===== src/rtl/carregador_de_programa_if.sv =====
// Byte-stream receive handshake plus instruction-memory write port of the boot loader.
// master = serial receiver / memory side, slave = loader.
interface carregador_de_programa_if;
    logic [7:0]  rx_data;
    logic        rx_valid;
    logic        rx_ready;
    logic        mem_we;
    logic [31:0] mem_addr;
    logic [31:0] mem_datain;

    modport master (
        output rx_data, rx_valid,
        input  rx_ready, mem_we, mem_addr, mem_datain
    );

    modport slave (
        input  rx_data, rx_valid,
        output rx_ready, mem_we, mem_addr, mem_datain
    );
endinterface


===== src/rtl/carregador_de_programa.sv =====
// Boot-time program loader: assembles a length-prefixed big-endian byte stream into
// 32-bit words, writes them to instruction memory and holds the CPU until the image is complete.
module carregador_de_programa #(
    parameter int unsigned ADDR_W      = 12,
    parameter int unsigned TIMEOUT_CYC = 0
) (
    input  logic                    clk,
    input  logic                    rst_n,
    input  logic                    start,
    carregador_de_programa_if.slave bus,
    output logic                    cpu_hold,
    output logic                    busy,
    output logic                    done,
    output logic                    error,
    output logic [ADDR_W:0]         words_loaded
);
    localparam int unsigned WL      = ADDR_W + 1;
    localparam logic [16:0] MAX_LEN = 17'(2 ** ADDR_W);

    typedef enum logic [2:0] {
        IDLE,
        LEN_HI,
        LEN_LO,
        DATA,
        WRITE,
        DONE,
        ERR
    } state_t;

    state_t          state;
    logic [7:0]      len_hi;
    logic [ADDR_W:0] len;
    logic [23:0]     shreg;
    logic [1:0]      cnt;
    logic [31:0]     tmo;

    logic            xfer;
    logic            rx_phase;
    logic [15:0]     len_full;
    logic            len_bad;
    logic            tmo_hit;
    logic [ADDR_W:0] wl_next;

    assign xfer     = bus.rx_valid & bus.rx_ready;
    assign rx_phase = (state == LEN_HI) || (state == LEN_LO) || (state == DATA);
    assign len_full = {len_hi, bus.rx_data};
    assign len_bad  = (len_full == '0) || ({1'b0, len_full} > MAX_LEN);
    assign tmo_hit  = (TIMEOUT_CYC != 0) && (tmo == TIMEOUT_CYC - 1);
    assign wl_next  = words_loaded + WL'(1);

    always_ff @(posedge clk or negedge rst_n) begin
        if (!rst_n) begin
            state          <= IDLE;
            cpu_hold       <= 1'b1;
            busy           <= 1'b0;
            done           <= 1'b0;
            error          <= 1'b0;
            words_loaded   <= '0;
            bus.rx_ready   <= 1'b0;
            bus.mem_we     <= 1'b0;
            bus.mem_addr   <= '0;
            bus.mem_datain <= '0;
            len_hi         <= '0;
            len            <= '0;
            shreg          <= '0;
            cnt            <= '0;
            tmo            <= '0;
        end else begin
            // Idle-cycle watchdog shared by every byte-receiving state; a partial word is dropped.
            if (rx_phase) begin
                if (xfer) begin
                    tmo <= '0;
                end else if (tmo_hit) begin
                    state        <= ERR;
                    error        <= 1'b1;
                    busy         <= 1'b0;
                    bus.rx_ready <= 1'b0;
                end else if (TIMEOUT_CYC != 0) begin
                    tmo <= tmo + 32'd1;
                end
            end

            case (state)
                IDLE, DONE, ERR: begin
                    if (start) begin
                        state        <= LEN_HI;
                        bus.rx_ready <= 1'b1;
                        busy         <= 1'b1;
                        cpu_hold     <= 1'b1;
                        done         <= 1'b0;
                        error        <= 1'b0;
                        words_loaded <= '0;
                        tmo          <= '0;
                    end
                end
                LEN_HI: begin
                    if (xfer) begin
                        len_hi <= bus.rx_data;
                        state  <= LEN_LO;
                    end
                end
                LEN_LO: begin
                    if (xfer) begin
                        if (len_bad) begin
                            state        <= ERR;
                            error        <= 1'b1;
                            busy         <= 1'b0;
                            bus.rx_ready <= 1'b0;
                        end else begin
                            len   <= WL'(len_full);
                            cnt   <= '0;
                            state <= DATA;
                        end
                    end
                end
                DATA: begin
                    if (xfer) begin
                        shreg <= {shreg[15:0], bus.rx_data};
                        cnt   <= cnt + 2'd1;
                        if (cnt == 2'd3) begin
                            state          <= WRITE;
                            bus.rx_ready   <= 1'b0;
                            bus.mem_we     <= 1'b1;
                            bus.mem_addr   <= 32'(words_loaded[ADDR_W-1:0]);
                            bus.mem_datain <= {shreg, bus.rx_data};
                        end
                    end
                end
                WRITE: begin
                    bus.mem_we   <= 1'b0;
                    words_loaded <= wl_next;
                    if (wl_next == len) begin
                        state    <= DONE;
                        busy     <= 1'b0;
                        done     <= 1'b1;
                        cpu_hold <= 1'b0;
                    end else begin
                        state        <= DATA;
                        bus.rx_ready <= 1'b1;
                    end
                end
                default: state <= IDLE;
            endcase
        end
    end
endmodule


===== src/flat_wrapper.sv =====
// flat-port wrapper written by rule: the top's interface ports become plain ports
module carregador_de_programa_flat 
#(
    parameter int unsigned ADDR_W      = 12,
    parameter int unsigned TIMEOUT_CYC = 0
)
  (clk, rst_n, start, cpu_hold, busy, done, error, words_loaded, bus_rx_data, bus_rx_valid, bus_rx_ready, bus_mem_we, bus_mem_addr, bus_mem_datain);
  carregador_de_programa_if bus_i ();
  input  logic clk;
  input  logic rst_n;
  input  logic start;
  output logic cpu_hold;
  output logic busy;
  output logic done;
  output logic error;
  output logic [ADDR_W:0] words_loaded;
  input wire logic [$bits(bus_i.rx_data)-1:0] bus_rx_data;
  input wire logic [$bits(bus_i.rx_valid)-1:0] bus_rx_valid;
  output wire logic [$bits(bus_i.rx_ready)-1:0] bus_rx_ready;
  output wire logic [$bits(bus_i.mem_we)-1:0] bus_mem_we;
  output wire logic [$bits(bus_i.mem_addr)-1:0] bus_mem_addr;
  output wire logic [$bits(bus_i.mem_datain)-1:0] bus_mem_datain;
  assign bus_i.rx_data = bus_rx_data;
  assign bus_i.rx_valid = bus_rx_valid;
  assign bus_rx_ready = bus_i.rx_ready;
  assign bus_mem_we = bus_i.mem_we;
  assign bus_mem_addr = bus_i.mem_addr;
  assign bus_mem_datain = bus_i.mem_datain;
  carregador_de_programa #(.ADDR_W(ADDR_W), .TIMEOUT_CYC(TIMEOUT_CYC)) u_core (.clk(clk), .rst_n(rst_n), .start(start), .bus(bus_i), .cpu_hold(cpu_hold), .busy(busy), .done(done), .error(error), .words_loaded(words_loaded));
endmodule

===== config.mk =====
export PLATFORM = sky130hd
export DESIGN_NAME = carregador_de_programa_flat
export DESIGN_NICKNAME = d
export VERILOG_FILES = /design/src/rtl/carregador_de_programa_if.sv /design/src/rtl/carregador_de_programa.sv /design/src/flat_wrapper.sv
export SDC_FILE = /design/constraint.sdc
export NUM_CORES = 1
export LEC_CHECK = 0
export CAP_MARGIN = 20
export CORE_UTILIZATION = 47
export DETAILED_ROUTE_END_ITERATION = 8
export PLACE_DENSITY = 0.78
export SLEW_MARGIN = 10
export SYNTH_ARGS = -nofsm -noshare
export SYNTH_HDL_FRONTEND = slang
export SYNTH_SLANG_ARGS = --single-unit

===== constraint.sdc =====
create_clock -name clk -period 2.24 [get_ports clk]
set_clock_uncertainty 0.2 [all_clocks]
set_input_delay 0.448 -clock clk [delete_from_list [all_inputs] [get_ports clk]]
set_output_delay 0.448 -clock clk [all_outputs]
set_load 0.01 [all_outputs]

Word-level counts from Yosys, hierarchy flattened
Index checks and enable logic that the tools add are counted.
- register bits after elaboration: 113
- latch bits: 0
- bits in writable memories: 0
- bits in read-only memories: 0
- input port bits: 12
- output and inout bits: 83
- word-level logic and storage cells: 91
- memories kept: 0
- $add $sub $neg: 2
- $mul: 0
- div/mod/pow operators: 0
- order comparisons: 1
- equal/unequal tests: 17
- shift-type cells: 0
- muxes and demuxes: 33
- bitwise gates (word level): 2
- reductions and logical operators: 22
- operator list (operator ; number):
    $pmux W13 S2 ; 1
    $mux W3 ; 7
    $gt A16 B13 Y1 const B ; 1
    $logic_not A16 Y1 ; 1
    $pmux W3 S5 ; 1
    $add A13 B1 Y13 const B ; 1
    $eq A13 B13 Y1 ; 1
    $mux W1 ; 13
    $mux W13 ; 1
    $reduce_and A3 Y1 ; 4
    $ne A2 B1 Y1 const B ; 5
    $reduce_and A5 Y1 ; 2
    $eq A3 B3 Y1 const B ; 3
    $ne A2 B2 Y1 const B ; 4
    $pmux W1 S2 ; 4
    $reduce_and A4 Y1 ; 2
    $reduce_bool A2 Y1 ; 4
    $reduce_and A7 Y1 ; 1
    $eq A3 B2 Y1 const B ; 2
    $mux W2 ; 3
    $reduce_and A2 Y1 ; 3
    $pmux W1 S4 ; 1
    $pmux W2 S2 ; 1
    $reduce_bool A4 Y1 ; 1
    10 further kinds ; 10

Longest topological paths before layout
- depth in word-level cells: 5
- mapped depth: 8
- mapped depth without buffers: 7

Worst setup path after synthesis
Ideal clock, no wire load.
- path type: flip-flop to flip-flop
- start: register u_core.words_loaded[0]
- end: register u_core.bus.rx_ready
- arrival: 2.028 ns
- required time: 1.911 ns
- setup slack: -0.117 ns
- cell stages (with the launch flop): 9
- buffers on the path: 1
- cells stage by stage: dfrtp_1 > ha_1 > buf_2 > nand2_1 > nor2_1 > xor2_1 > nor3b_1 > o211ai_1 > o41a_1
- longest elaborated chain between the ends: 4
- ends and longest elaborated chain (item ; RTL line ; source):
    from (decl) ; carregador_de_programa.sv:15 ; output logic [ADDR_W:0] words_loaded
    from (signal assigned) ; carregador_de_programa.sv:131 ; words_loaded <= wl_next;
    $add A13 B1 Y13 ; carregador_de_programa.sv:49 ; assign wl_next = words_loaded + WL'(1);
    $eq A13 B13 Y1 ; carregador_de_programa.sv:132 ; if (wl_next == len) begin
    $ne A2 B2 Y1 (no source line) ; n/a ;
    $reduce_and A7 Y1 (no source line) ; n/a ;
    to (signal assigned) ; carregador_de_programa.sv:59 ; bus.rx_ready <= 1'b0;
    to (signal assigned) ; carregador_de_programa.sv:77 ; bus.rx_ready <= 1'b0;
    to (signal assigned) ; carregador_de_programa.sv:139 ; bus.rx_ready <= 1'b1;
    to (decl) ; carregador_de_programa_if.sv:18 ; output rx_ready, mem_we, mem_addr, mem_datain
No other way between the ends.
A chain may end at the register's enable or synchronous reset.

Final worst setup path
- start: register u_core.words_loaded[7]
- end: output port words_loaded[7]
- RTL lines (item ; RTL line ; source):
    to (decl) ; flat_wrapper.sv:16 ; output logic [ADDR_W:0] words_loaded;
No word-level cell between the ends.

==> impl_metrics.tcl <==
set metrics [dict create \
    die_w_um 107 \
    async_reset_ff_share_pct 100 \
    syn_to_final_growth_pct 36.5 \
    ys.flop_type "dfrtp_1" \
    place_area_um2 6370 \
    io_buffers 74 \
    cts_tree "yes" \
    vias 4077 \
    cts_buffer_depth 2 \
    cts.sinks 113 \
    hp-class "in2async" \
    clk_latency_ps 520 \
    die_y_um 107 \
    drt_first_pass_iters 4 \
    power_leakage_uw 0.00356 \
    design.die.area_um2 11500 \
    gp_congestion 0.865 \
    synth.top_cell.area_share_pct 53.6 \
    nets 616 \
    slew_viol_final 0 \
    ys_types 59 \
    synthCells 472 \
    cp.arrival_ps 1550 \
    grt_pass1_vias 3853 \
    final-hold-violation-count 0 \
    stdcell_area_um2 7130 \
    crit_path_start_kind "flop" \
    worst_setup_path_end_kind "output port" \
    drive_gt1_share_pct 20.4 \
    yosys_register_bits 113 \
    vias_per_cell 5.41 \
    grtUsageTotal_pct 22.6 \
    maxCapViolCount 0 \
    avgRoutedWirePerCell_um 16.0 \
    peakVddDrop_v 0.000416 \
    crit_chain "clkdlybuf4s50_1" \
    grt_max_degree 63 \
    antenna_found_initial 0 \
    max_stage_delay_ps 570 \
    numCtsBuffers 17 \
    ys_top_cells_by_area "dfrtp_1, mux2_1, nand2_1" \
    fmax_ghz 0.455 \
    drc_errors 0 \
    drtAntennaViolNets 0 \
    syn_area_um2 5230 \
    cp.depth 1 \
    initial_utilization_pct 48.2 \
    core-area_um2 10800 \
    path_clk_slew_ps 50 \
    finalCritPeriodShare_pct 98.1 \
    wirelength_mm 12.0 \
    hpwlAfterDp_mm 8.19 \
    yosysMostFrequentCell "dfrtp_1" \
    cp.buffers_inverters 1 \
    reg2regPathDepth 7 \
    multi_input_area_um2 2260 \
    grt_pass1_wl_mm 19.7 \
    worstSetupPathType "reg2out" \
    diodes 0 \
    cp_slowest_cell "clkdlybuf4s50_1" \
    powerDensity_nw_per_um2 681 \
    tns_ps 0 \
    rsz0062_at_grt "yes" \
    pin_count 95 \
    cts_root_buf "clkbuf_8" \
    tightest_slew_ps 509 \
    status "finished clean" \
    drt-initial-drc-count 284 \
    cp.required_ps 1590 \
    fillCellCount 790 \
    synth_edf_count 0 \
    fin_crit_ps 2200 \
    setup_viol 0 \
    cp_top_family "buffers and inverters" \
    synth_commonest_cells "dfrtp_1, nand2_1, mux2_1" \
    regArea_um2 2840 \
    cts_htree_levels 4 \
    avgSynthCellArea_um2 11.1 \
    rows 38 \
    slew_headroom_pct 66.1 \
    grt_overflow 0 \
    crit_path_max_fanout 9 \
    yosys_warnings 0 \
    synth.yosys.seq_area_share_pct 54.1 \
    synth_top_area_cell "dfrtp_1" \
]
-- through the flow --
stage	setup slack, ps	utilization, %	cells	total power [µW]	hold WS [ps]
finish	42.4	65.8	753	4860	117
global route	-31.3	65.8	753	5010	128
CTS	0.550	65.0	750	4900	100
detailed placement	-272	58.8	712	2210	104
global placement	-248	58.8	712	2210	104
floorplan	5.70	-	491	2140	-47.6
-- power breakdown --
part	leakage, µW	internal (µW)	switching [µW]
Sequential	0.00149	2050	4.20
Combinational	0.00178	44.9	80.0
Clock	0.000294	1820	860
Total	0.00356	3920	944
-- repair_timing --
| item | in CTS | in global routing |
|---|---|---|
| endpoints found under the setup margin | 12 | 11 |
| gates cloned | 0 | 0 |
| pin swaps | 1 | 9 |
| endpoints found under the hold margin | 112 | 0 |
| gates resized for setup | 13 | 14 |
| hold buffers | 1 | 0 |
| buffers inserted | 7 | 3 |
-- sequential cells by signal, summed over array words and instances, names as in the netlist --
signal                 flops
u_core.words_loaded       13
u_core.done                1
u_core.bus.rx_ready        1
u_core.shreg              24
u_core.bus.mem_we          1
u_core.cpu_hold            1
u_core.busy                1
u_core.error               1
u_core.len_hi              8
u_core.bus.mem_datain     32
u_core.len                13
u_core.cnt                 2
u_core.bus.mem_addr       12
u_core.state               3
-- path summary, 6_finish.rpt --
kind	from	slack [ps]	to
max in group asynchronous	rst_n	1150	u_core.cpu_hold
worst max-delay path	u_core.words_loaded[7]	40	words_loaded[7]
worst max register to register	u_core.words_loaded[1]	60	u_core.bus.rx_ready
worst min register to register	u_core.shreg[18]	270	u_core.shreg[18]
min in group clk	u_core.shreg[18]	270	u_core.shreg[18]
worst min-delay path	rst_n	120	u_core.bus.mem_addr[4]
-- logic make-up after synthesis --
family,Yosys count,synth area share (%)
AND/OR/NAND/NOR,162,14.5
multiplexers,66,14.2
adder cells (fa/ha/maj),2,0.479
flip-flops,113,54.1
other,1,0.0718
AO/OA/AOI/OAI,62,8.07
XOR/XNOR,18,3.30
buffers and inverters,48,5.29
-- per-layer routing --
layer  routed length [µm]  GRT usage (%)  vias to the layer above  share of wire [%]
met3                  710           4.90                       20                5.9
met5                    0              0                        -                  0
met2                 5810           35.3                      174                 48
met4                  220           8.51                        0                1.8
met1                 5310           30.9                     2021                 44
li1                     -              -                     1862                  -
-- area by class of cell --
type / instances / area share, %
Sequential cell: 113 / 39.8
Multi-Input combinational cell: 330 / 31.7
Timing Repair Buffer: 135 / 17.4
Clock buffer: 25 / 6.93
Tap cell: 140 / 2.46
Clock inverter: 5 / 1.40
Inverter: 5 / 0.263
-- placed cells by master, fill, tap and decap left out, types with 4 or more instances in the layout --
cell / instances
o21ai_1: 13
dfrtp_2: 7
clkbuf_16: 16
dlygate4sd2_1: 4
dlymetal6s2s_1: 5
xnor2_1: 11
inv_1: 4
o31ai_1: 6
and3_1: 5
clkbuf_8: 6
mux2_2: 8
o21ai_0: 11
buf_4: 58
nor4_1: 4
nand2_1: 94
nand3_1: 6
clkdlybuf4s50_1: 64
mux2_1: 57
nand2b_1: 4
nor2_1: 22
a21oi_1: 9
dfrtp_1: 105
a22o_1: 4
conb_1: 20
xor2_1: 5
Power figures use the tool's default switching activity.
